`src/rtl/tdm_demux8_pkg.sv`:
```
// Shared constants and state encoding for the TDM demultiplexer.
// The slot width is tied to the fixed eight-channel frame.
package tdm_demux8_pkg;

  localparam int NCH    = 8;
  localparam int SLOT_W = 3;

  typedef enum logic {
    ST_HUNT = 1'b0,
    ST_LOCK = 1'b1
  } state_t;

endpackage

```
`src/rtl/tdm_demux8_if.sv`:
```
// Sample-stream input and channel/frame outputs of the TDM demultiplexer.
// The master side feeds samples; the slave side is the demultiplexer.
interface tdm_demux8_if #(parameter int WIDTH = 8);
  import tdm_demux8_pkg::*;

  logic [WIDTH-1:0]     din;
  logic                 din_valid;
  logic                 frame_sync;
  logic [NCH*WIDTH-1:0] ch_data;
  logic [NCH-1:0]       ch_wr;
  logic [NCH*WIDTH-1:0] frame_data;
  logic                 frame_done;
  logic                 locked;
  logic                 sync_err;

  modport master (
    output din, din_valid, frame_sync,
    input  ch_data, ch_wr, frame_data, frame_done, locked, sync_err
  );

  modport slave (
    input  din, din_valid, frame_sync,
    output ch_data, ch_wr, frame_data, frame_done, locked, sync_err
  );

endinterface

```
`src/rtl/tdm_slot_ctr.sv`:
```
// Slot index counter for the receive framer: clear beats load-one beats increment.
// The three-bit slot wraps from 7 back to 0 on its own.
module tdm_slot_ctr
  import tdm_demux8_pkg::*;
(
  input  logic              clk,
  input  logic              rst_n,
  input  logic              inc,
  input  logic              load1,
  input  logic              clr,
  output logic [SLOT_W-1:0] slot
);

  logic [SLOT_W-1:0] slot_reg;

  always_ff @(posedge clk or negedge rst_n) begin
    if (!rst_n) begin
      slot_reg <= '0;
    end else if (clr) begin
      slot_reg <= '0;
    end else if (load1) begin
      slot_reg <= SLOT_W'(1);
    end else if (inc) begin
      slot_reg <= slot_reg + SLOT_W'(1);
    end
  end

  assign slot = slot_reg;

endmodule

```
`src/rtl/tdm_demux8.sv`:
```
// Receive-side 8-channel TDM demultiplexer: steers samples into per-channel registers,
// tracks frame lock and publishes a snapshot of every complete in-order frame.
module tdm_demux8
  import tdm_demux8_pkg::*;
#(
  parameter int WIDTH = 8
) (
  input  logic           clk,
  input  logic           rst_n,
  tdm_demux8_if.slave    bus
);

  state_t               state_reg, state_next;
  logic                 full_reg, full_next;
  logic [SLOT_W-1:0]    slot;
  logic                 inc, load1, clr;
  logic [NCH-1:0]       wr_ch;
  logic                 err, done;

  logic [WIDTH-1:0]     ch_reg [NCH];
  logic [NCH*WIDTH-1:0] frame_data_reg;
  logic [NCH-1:0]       ch_wr_reg;
  logic                 frame_done_reg;
  logic                 sync_err_reg;
  logic [NCH*WIDTH-1:0] ch_flat;

  tdm_slot_ctr u_slot_ctr (
    .clk   (clk),
    .rst_n (rst_n),
    .inc   (inc),
    .load1 (load1),
    .clr   (clr),
    .slot  (slot)
  );

  always_ff @(posedge clk or negedge rst_n) begin
    if (!rst_n) begin
      state_reg <= ST_HUNT;
      full_reg  <= 1'b0;
    end else begin
      state_reg <= state_next;
      full_reg  <= full_next;
    end
  end

  // full_reg marks that channel 0 of the current frame was captured, so slot 7 closes a whole frame.
  always_comb begin
    state_next = state_reg;
    full_next  = full_reg;
    wr_ch      = '0;
    inc        = 1'b0;
    load1      = 1'b0;
    clr        = 1'b0;
    err        = 1'b0;
    done       = 1'b0;
    if (bus.din_valid) begin
      case (state_reg)
        ST_HUNT: begin
          if (bus.frame_sync) begin
            wr_ch      = NCH'(1);
            load1      = 1'b1;
            full_next  = 1'b1;
            state_next = ST_LOCK;
          end
        end
        ST_LOCK: begin
          if (bus.frame_sync) begin
            wr_ch     = NCH'(1);
            load1     = 1'b1;
            full_next = 1'b1;
            err       = (slot != '0);
          end else if (slot != '0) begin
            wr_ch = NCH'(1) << slot;
            inc   = 1'b1;
            done  = (slot == SLOT_W'(NCH - 1)) && full_reg;
          end else begin
            err        = 1'b1;
            clr        = 1'b1;
            full_next  = 1'b0;
            state_next = ST_HUNT;
          end
        end
        default: state_next = ST_HUNT;
      endcase
    end
  end

  generate
    for (genvar gi = 0; gi < NCH; gi++) begin : g_ch
      always_ff @(posedge clk or negedge rst_n) begin
        if (!rst_n) begin
          ch_reg[gi] <= '0;
        end else if (wr_ch[gi]) begin
          ch_reg[gi] <= bus.din;
        end
      end
      assign ch_flat[gi*WIDTH +: WIDTH] = ch_reg[gi];
    end
  endgenerate

  // Snapshot uses the pre-edge channels 0..6 plus the slot-7 sample arriving now.
  always_ff @(posedge clk or negedge rst_n) begin
    if (!rst_n) begin
      frame_data_reg <= '0;
      ch_wr_reg      <= '0;
      frame_done_reg <= 1'b0;
      sync_err_reg   <= 1'b0;
    end else begin
      ch_wr_reg      <= wr_ch;
      frame_done_reg <= done;
      sync_err_reg   <= err;
      if (done) begin
        frame_data_reg <= {bus.din, ch_flat[(NCH-1)*WIDTH-1:0]};
      end
    end
  end

  assign bus.ch_data    = ch_flat;
  assign bus.ch_wr      = ch_wr_reg;
  assign bus.frame_data = frame_data_reg;
  assign bus.frame_done = frame_done_reg;
  assign bus.sync_err   = sync_err_reg;
  assign bus.locked     = (state_reg == ST_LOCK);

endmodule

```
`src/flat_wrapper.sv`:
```
// flat-port wrapper written by rule: the top's interface ports become plain ports
module tdm_demux8_flat import tdm_demux8_pkg::*;
#(
  parameter int WIDTH = 8
)
  (clk, rst_n, bus_din, bus_din_valid, bus_frame_sync, bus_ch_data, bus_ch_wr, bus_frame_data, bus_frame_done, bus_locked, bus_sync_err);
  tdm_demux8_if #(.WIDTH(WIDTH)) bus_i ();
  input  logic clk;
  input  logic rst_n;
  input wire logic [$bits(bus_i.din)-1:0] bus_din;
  input wire logic [$bits(bus_i.din_valid)-1:0] bus_din_valid;
  input wire logic [$bits(bus_i.frame_sync)-1:0] bus_frame_sync;
  output wire logic [$bits(bus_i.ch_data)-1:0] bus_ch_data;
  output wire logic [$bits(bus_i.ch_wr)-1:0] bus_ch_wr;
  output wire logic [$bits(bus_i.frame_data)-1:0] bus_frame_data;
  output wire logic [$bits(bus_i.frame_done)-1:0] bus_frame_done;
  output wire logic [$bits(bus_i.locked)-1:0] bus_locked;
  output wire logic [$bits(bus_i.sync_err)-1:0] bus_sync_err;
  assign bus_i.din = bus_din;
  assign bus_i.din_valid = bus_din_valid;
  assign bus_i.frame_sync = bus_frame_sync;
  assign bus_ch_data = bus_i.ch_data;
  assign bus_ch_wr = bus_i.ch_wr;
  assign bus_frame_data = bus_i.frame_data;
  assign bus_frame_done = bus_i.frame_done;
  assign bus_locked = bus_i.locked;
  assign bus_sync_err = bus_i.sync_err;
  tdm_demux8 #(.WIDTH(WIDTH)) u_core (.clk(clk), .rst_n(rst_n), .bus(bus_i));
endmodule
```
`config.mk`:
```
export PLATFORM = sky130hd
export DESIGN_NAME = tdm_demux8_flat
export DESIGN_NICKNAME = d
export VERILOG_FILES = /design/src/rtl/tdm_demux8_pkg.sv /design/src/rtl/tdm_demux8_if.sv /design/src/rtl/tdm_slot_ctr.sv /design/src/rtl/tdm_demux8.sv /design/src/flat_wrapper.sv
export SDC_FILE = /design/constraint.sdc
export NUM_CORES = 1
export LEC_CHECK = 0
export BUFFER_PORTS_ARGS = -buffer_cell sky130_fd_sc_hd__buf_2
export CAP_MARGIN = 5
export CELL_PAD_IN_SITES_DETAIL_PLACEMENT = 1
export CELL_PAD_IN_SITES_GLOBAL_PLACEMENT = 2
export CORE_UTILIZATION = 36
export DETAILED_ROUTE_END_ITERATION = 10
export PLACE_DENSITY_LB_ADDON = 0.1
export SLEW_MARGIN = 0
export SYNTH_ARGS = -nofsm -noshare
export SYNTH_HDL_FRONTEND = slang
export SYNTH_HIERARCHICAL = 1
export SYNTH_SLANG_ARGS = --single-unit
```
`constraint.sdc`:
```
create_clock -name clk -period 2.2 [get_ports clk]
set_clock_uncertainty 0.1 [all_clocks]
set_input_delay 0.33 -clock clk [delete_from_list [all_inputs] [get_ports clk]]
set_output_delay 0.33 -clock clk [all_outputs]
set_load 0.02 [all_outputs]
```
# [Yosys cells after proc, flatten, opt, wreduce, memory -nomap -nowiden]
# Index checks and enable logic that the tools add are counted.
# Widths: inputs -> output; s select.
[word_totals] reg_bits=143 input_bits=12 out_inout_bits=139 elab_cells=56
[classes] addsub=1 eq_ne=3 shifts=1 mux=31 n_bitwise=1 reduce_logical=4
[op_table] operator="$mux 8" count=3
[op_table] operator="$mux 1" count=22
[op_table] operator="$pmux 8 s2" count=1
[op_table] operator="$mux 3" count=3
[op_table] operator="$shl 1x3->8 const A" count=1
[op_table] operator="$reduce_bool 3->1" count=2
[op_table] operator="$pmux 1 s2" count=2
[op_table] operator="$add 3x1->3 const B" count=1
[op_table] operator="$eq 3x3->1 const B" count=1
[op_table] operator="$ne 3x3->1 const B" count=1
[op_table] operator="$reduce_and 3->1" count=1
[op_table] operator="$ne 2x2->1 const B" count=1
[op_table] operator="$logic_and 1x1->1" count=1
[op_table] operator="$not 1->1" count=1

# [Depth between registers and ports, before layout]
# Gate-level depths: netlist of the first run.
[logic_depth] word_depth=8 ltp_mapped=6

# [Cells and area by module]
# Netlist of the first run, hierarchy kept.
[by_module_without_submodules] module="tdm_demux8" instances=1 cells_each=308 area_each_um2=5222.5 seq_area_each_um2=3503.4
[by_module_without_submodules] module="tdm_slot_ctr" instances=1 cells_each=12 area_each_um2=150.1 seq_area_each_um2=75.1

# [Worst setup path after synthesis of the first run]
# No wires, ideal clock.
[synth_path] kind="flip-flop to flip-flop" startpoint="register u_core.state_reg, in the netlist u_core/bus.locked" endpoint="register u_core.frame_data_reg[14], in the netlist u_core/bus.frame_data[14]" setup_time_ps=125 t_arrival_ps=1679 t_required_ps=1975 setup_slack_ps=296 path_stages_with_launch=7 synth_period_minus_slack_ps=1904 cell_sequence="dfrtp_1 -> clkbuf_2 -> nand3_1 -> nor3_1 -> buf_2 -> buf_6 -> mux2_2"
[synth_via] elab_chain_cells=2
[synth_lines] item="start: declaration" line="tdm_demux8.sv:13" rtl="state_t state_reg, state_next;"
[synth_lines] item="start signal: assignment" line="tdm_demux8.sv:41" rtl="state_reg <= state_next;"
[synth_lines] item="$mux 1" line="tdm_demux8.sv:57" rtl="case (state_reg)"
[synth_lines] item="$mux 1" line="tdm_demux8.sv:56" rtl="if (bus.din_valid) begin"
[synth_lines] item="end signal: assignment" line="tdm_demux8.sv:113" rtl="frame_data_reg <= {bus.din, ch_flat[(NCH-1)*WIDTH-1:0]};"
[synth_lines] item="end: declaration" line="tdm_demux8.sv:21" rtl="logic [NCH*WIDTH-1:0] frame_data_reg;"
# Every way passes these cells.
# A chain may end at the register's enable or synchronous reset.

# [Final worst setup path of the first run]
[layout_path] startpoint="register u_core.u_slot_ctr.slot_reg[2], in the netlist u_core/u_slot_ctr/slot[2]" endpoint="register u_core.frame_data_reg[18], in the netlist u_core/bus.frame_data[18]"
[layout_via] elab_chain_cells=6 word_cells_on_any_way=7 classes_between="eq/ne (1); mux (4); reduce/logical (2)"
[layout_lines] item="start: declaration" line="tdm_slot_ctr.sv:14" rtl="logic [SLOT_W-1:0] slot_reg;"
[layout_lines] item="start signal: assignment" line="tdm_slot_ctr.sv:24" rtl="slot_reg <= slot_reg + SLOT_W'(1);"
[layout_lines] item="$eq 3x3->1" line="tdm_demux8.sv:75" rtl="done = (slot == SLOT_W'(NCH - 1)) && full_reg;"
[layout_lines] item="$logic_and 1x1->1" line="tdm_demux8.sv:75"
[layout_lines] item="$mux 1 *" line="tdm_demux8.sv:72" rtl="end else if (slot != '0) begin"
[layout_lines] item="$mux 1 *" line="tdm_demux8.sv:67" rtl="if (bus.frame_sync) begin"
[layout_lines] item="$mux 1 *" line="tdm_demux8.sv:57"
[layout_lines] item="$mux 1 *" line="tdm_demux8.sv:56"
# Every way passes the cells marked *; elsewhere a longest branch is shown, timed or not.

==> impl_metrics.toml, run 1 <==
[detailed_routing]
wl_per_cell_um = 18.5
drc = 0
viasPerCell = 4.84
finalWirelength_mm = 12.7
drtIter0Drc = 128
vias = 3336
drt_first_pass_iters = 4
final_antenna_net_count = 0

[yosys]
ys_ff_latch = 143
synth_area_leader_cell = "dfrtp_1"
netlist_instances = 320
postSynthAreaPerCell_sq_um = 16.8
synth-seq-area-share_pct = 66.6
yosys_warnings = 6
yosys-top-cells-area = "dfrtp_1 67%, mux2_2 27%, buf_6 1.0%"
syn_nets = 335
synth.distinct_cells = 26
synth_top_area_share_pct = 66.6
netlist_area_sq_mm = 0.00537

[clock_tree]
cts_buffer_depth = 2
cts_setup_buffers = 0
cts-root-buf = "clkbuf_16"
clock_sinks = 143
h-tree-depth = 4
clk_pin_slew_ps = 60
cts_buffers = 17
clock_latency_ps = 410
tritoncts = "done"

[sta]
finalCritPeriodShare_pct = 89.6
worstMarginPinSlew_ps = 444
period_needed_ps = 1970
slew_headroom_pct = 70.3
slew_viol_final = 0
rsz0062_at_grt = "false"
fmax_mhz = 507
setup_tns_ps = 0
hold_viol_final = 0
finalSetupViolCount = 0

[die]
fp.coreArea_sq_mm = 0.0145
rows = 44
die_width_um = 124
fp.dieH_um = 124
start_util_pct = 37.0
ios = 151
die_area_sq_mm = 0.0154

[finish]
antennaDiodeCount = 0
register_area_sq_mm = 0.00358
fin_area_sq_mm = 0.00696
multi_input_area_sq_mm = 0.00170
area_growth_pct = 29.6
n_fill_cell = 1516
drive_above_1_share_pct = 64.6
final_core_util_pct = 47.9
nets = 508

[power_and_ir_drop]
ir_drop_uv = 591
p_leak_nw = 3.81
power_density_mw_per_mm2 = 1170
total_power_mw = 8.11

[setup_path]
cp.arrival_ps = 2170
critPathKind = "reg -> reg"
cp-start-kind = "register"
cp_cell_sequence = "nand3_1 > nor3_2 > buf_4 > mux2_2"
cp_slowest_cell = "dfrtp_1"
required_ps = 2400
cpPeakStageDelay_ps = 510
end_kind = "register"
ff2ff_setup_slack_ps = 230
critPathMaxFanout = 20

[global_routing]
overflow = 0
grt_max_degree = 46
grt_pass1_vias = 3442
antenna_found_initial = 0
grt_pass1_wl_mm = 19.9
grt_usage_pct = 18.0

[hold_path]
min_path_type = "in -> reg"

[flow_run]
cap_viol_max_count = 0

[placed_design]
dpl_cell_area_sq_mm = 0.00642
hpwl_mm = 8.53
finalWeightedCongestion = 0.733
io_buffer_count = 150

[status]
status = "complete, no violations"
power by group:
group / internal [mW] / leakage (nW) / total, mW / switching [mW]
combinational: 0.803 / 1.63 / 1.96 / 1.15
sequential: 3.15 / 1.92 / 3.53 / 0.387
clock: 1.60 / 0.264 / 2.62 / 1.03
cells in the final DEF (no fill, tap or decap):
cell type,count
mux2i_1,1
clkbuf_16,17
dlygate4sd3_1,1
xnor2_1,1
nand3_1,1
clkbuf_8,2
mux2_2,128
nor2_2,4
or4b_1,1
nand2_1,4
ha_1,3
buf_2,149
bufinv_16,1
dfrtp_1,143
nand3b_1,2
or3_1,1
o21ai_0,1
clkbuf_1,5
nor3_4,1
and3_1,3
nor3_1,1
or3b_4,1
buf_12,3
nand3b_2,1
nor2_1,2
a211oi_2,1
buf_4,9
buf_6,1
a21bo_1,1
clkinvlp_4,1
a21oi_1,1
nor3_2,2
inv_1,7
clkinv_2,5
cells in the mapped netlist:
cell      count
clkbuf_2      1
buf_6         5
a21oi_1       1
or3b_4        1
or4b_1        1
nor2_1        2
dfrtp_1     143
nand3b_2      1
nand3b_1      2
nand3_1       1
and3_1        3
nor3_2        1
nor2_2        4
xnor2_1       1
ha_1          3
mux2i_1       1
a21bo_1       1
a211oi_2      1
buf_2         3
or3_1         1
nor3_4        1
inv_1         7
nor3_1        2
o21ai_0       1
mux2_2      128
nand2_1       4
cell type report:
cell class                      instances  share of cell area, %
Clock inverter                          7                  0.899
Inverter                                7                  0.377
Multi-Input combinational cell        161                   24.4
Tap cell                              184                   3.31
Timing Repair Buffer                  163                   12.9
Clock buffer                           24                   6.78
Sequential cell                       143                   51.4
routing by layer:
| layer | vias up | GRT usage (%) | part of all wire, % |
|---|---|---|---|
| met3 | 12 | 6.23 | 6.7 |
| met5 | - | 0 | 0 |
| met2 | 101 | 28.0 | 48 |
| li1 | 1480 | - | - |
| met4 | 0 | 6.25 | 1.0 |
| met1 | 1743 | 23.3 | 44 |
worst max-delay path: cells and delay by family (launching register included):
kind	cells	cell delay [ps]
mux	1	380
flops	1	510
simple gates	2	510
buf+inv	1	350
path summary, 6_finish.rpt:
kind,from,endpoint,cells after the start
min,bus_din_valid,u_core/bus.sync_err$_DFF_PN0_,2
max,u_core/u_slot_ctr/slot[2]$_DFFE_PN0P_,u_core/bus.frame_data[18]$_DFFE_PN0P_,4
max in group asynchronous,rst_n,u_core/bus.frame_data[2]$_DFFE_PN0P_,3
min reg2reg,u_core/bus.frame_data[0]$_DFFE_PN0P_,u_core/bus.frame_data[0]$_DFFE_PN0P_,1
min in group asynchronous,rst_n,u_core/bus.frame_data[20]$_DFFE_PN0P_,2
max reg2reg,u_core/u_slot_ctr/slot[2]$_DFFE_PN0P_,u_core/bus.frame_data[18]$_DFFE_PN0P_,4
cell families after synthesis:
logic type / share of synthesized area [%]
mux: 27.0
buf+inv: 1.91
compound gates: 0.605
fa+ha+maj: 0.699
flops: 66.6
simple gates: 3.00
xor+xnor: 0.163
metrics by stage:
step,std cells,hold slack [ps],setup WS [ps]
2_1_floorplan,320,-65.6,296
3_3_place_gp,657,157,222
3_5_place_dp,657,165,173
4_1_cts,689,139,230
5_1_grt,689,149,141
6_report,689,154,228
what timing repair did:
item                                   CTS  global route
hold buffers                             1             0
endpoints found under the hold margin   34             0
gates resized for setup                  0             0
No activity file was read; power rests on OpenSTA's default activity.
==> run 2, diff against run 1 <==
--- a/config.mk
+++ b/config.mk
@@ -7,9 +7,7 @@
 export LEC_CHECK = 0
 export BUFFER_PORTS_ARGS = -buffer_cell sky130_fd_sc_hd__buf_2
 export CAP_MARGIN = 5
-export CELL_PAD_IN_SITES_DETAIL_PLACEMENT = 1
-export CELL_PAD_IN_SITES_GLOBAL_PLACEMENT = 2
-export CORE_UTILIZATION = 36
+export CORE_UTILIZATION = 52
 export DETAILED_ROUTE_END_ITERATION = 10
 export PLACE_DENSITY_LB_ADDON = 0.1
 export SLEW_MARGIN = 0
==> impl_metrics.toml, run 2 (synthesis results as in run 1) <==
[power_and_ir_drop]
seq_power_share_pct = 42.0
ir_drop_uv = 680
p_leak_nw = 3.84
clock_power_share_pct = 35.3
p_int_mw = 5.84
swShare_pct = 30.6
p_switching_mw = 2.57
power_density_mw_per_mm2 = 1210
combPwrFrac_pct = 22.7

[die]
fp.coreArea_sq_mm = 0.00991
die_area_sq_mm = 0.0107
start_util_pct = 54.2
die_width_um = 104
fp.dieH_um = 104
ios = 151
rows = 36

[clock_tree]
clock_latency_ps = 500
clk_pin_slew_ps = 60
hold_buffers = 1
h-tree-depth = 4
cts_buffer_depth = 2
cts_setup_buffers = 0
ctsResizeCount = 0
cts_buffers = 17
tritoncts = "done"
clock_sinks = 143
cts-root-buf = "clkbuf_8"

[finish]
multi_input_area_sq_mm = 0.00170
fin_area_sq_mm = 0.00698
area_growth_pct = 29.9
final_core_util_pct = 70.4
drive_above_1_share_pct = 65.4
n_fill_cell = 695
antennaDiodeCount = 0
final_cell_mix = "149 x buf_2, 143 x dfrtp_1, 128 x mux2_2, 16 x clkbuf_16, 7 x inv_1"
nets = 505
register_area_sq_mm = 0.00358
final_common_cell = "buf_2"

[setup_path]
cp.arrival_ps = 2210
ff2ff_setup_slack_ps = 270
critPathMaxFanout = 37
end_kind = "register"
cp-start-kind = "register"
required_ps = 2480
critPathKind = "reg -> reg"

[sta]
hold_viol_final = 0
slew_viol_final = 0
finalCritPeriodShare_pct = 87.6
slew_headroom_pct = 67.4
worstMarginPinSlew_ps = 489
finalSetupViolCount = 0
setup_tns_ps = 0
fmax_mhz = 519
period_needed_ps = 1930
rsz0062_at_grt = "false"

[placed_design]
io_buffer_count = 150
dpl_cell_area_sq_mm = 0.00634
hpwl_mm = 7.36
finalWeightedCongestion = 0.731

[global_routing]
grt_pass1_vias = 3296
grt_max_degree = 48
grt_usage_pct = 22.1
grt_pass1_wl_mm = 17.9
antenna_found_initial = 0
overflow = 0

[detailed_routing]
drt_first_pass_iters = 4
vias = 3270
wl_per_cell_um = 17.4
drc = 0
viasPerCell = 5.14
finalWirelength_mm = 11.0
drtIter0Drc = 113
final_antenna_net_count = 0

[hold_path]
min_path_type = "in -> reg"

[flow_run]
cap_viol_max_count = 0

[status]
status = "complete, no violations"
[run 2: cell types whose count changed in the layout (fill, tap and decap cells not counted), moves of 2 or more]
cell	change
buf_4	-4
bufinv_16	+3
clkbuf_1	-5
clkinv_2	-2
clkinv_4	+2
inv_6	+2
[run 2: layer usage]
layer,vias up,track usage [%],part of all wire [%]
li1,1476,-,-
met1,1679,29.7,45
met2,104,34.4,49
met3,11,6.80,4.6
met4,0,7.45,1.1
met5,-,0,0
[run 2: worst max-delay path, cell delays in order, from the launching register on]
cell and delay, ps:
dfrtp_1 510, nand3_1 210, nor3_2 340, buf_12 280
mux2_2 370
[run 2: final timing paths]
path                                                    endpoint  depth (start not counted)                                   from
max                        u_core/bus.frame_data[61]$_DFFE_PN0P_                          4  u_core/u_slot_ctr/slot[2]$_DFFE_PN0P_
min                                u_core/bus.sync_err$_DFF_PN0_                          2                          bus_din_valid
max reg2reg                u_core/bus.frame_data[61]$_DFFE_PN0P_                          4  u_core/u_slot_ctr/slot[2]$_DFFE_PN0P_
min reg2reg                u_core/bus.frame_data[23]$_DFFE_PN0P_                          1  u_core/bus.frame_data[23]$_DFFE_PN0P_
max in group asynchronous     u_core/bus.ch_data[32]$_DFFE_PN0P_                          3                                  rst_n
min in group asynchronous  u_core/bus.frame_data[22]$_DFFE_PN0P_                          2                                  rst_n
[run 2: layout make-up]
cell class / count / share of cell area (%)
well taps: 133 / 2.38
clock inverters: 13 / 2.65
repair buffers: 160 / 12.7
clock buffers: 19 / 6.33
flip-flops and latches: 143 / 51.3
multi-input cells: 161 / 24.3
inverters: 7 / 0.376
[run 2: power groups by stage]
stage,sequential (mW),combinational (mW),clock (mW)
global route,3.62,2.02,3.15
CTS,3.54,1.93,3.02
floorplan,4.10,0.610,0
global placement,3.55,1.88,0
detailed placement,3.58,1.92,0
finish,3.54,1.91,2.97
[run 2: per-stage QoR]
step / hold slack [ps] / worst slack, ps / power, mW / std cells
6_report: 73.2 / 272 / 8.42 / 636
3_3_place_gp: 189 / 220 / 5.43 / 603
5_1_grt: 53.9 / 169 / 8.79 / 636
2_1_floorplan: -65.6 / 296 / 4.71 / 320
3_5_place_dp: 191 / 195 / 5.50 / 603
4_1_cts: 40.7 / 280 / 8.50 / 636
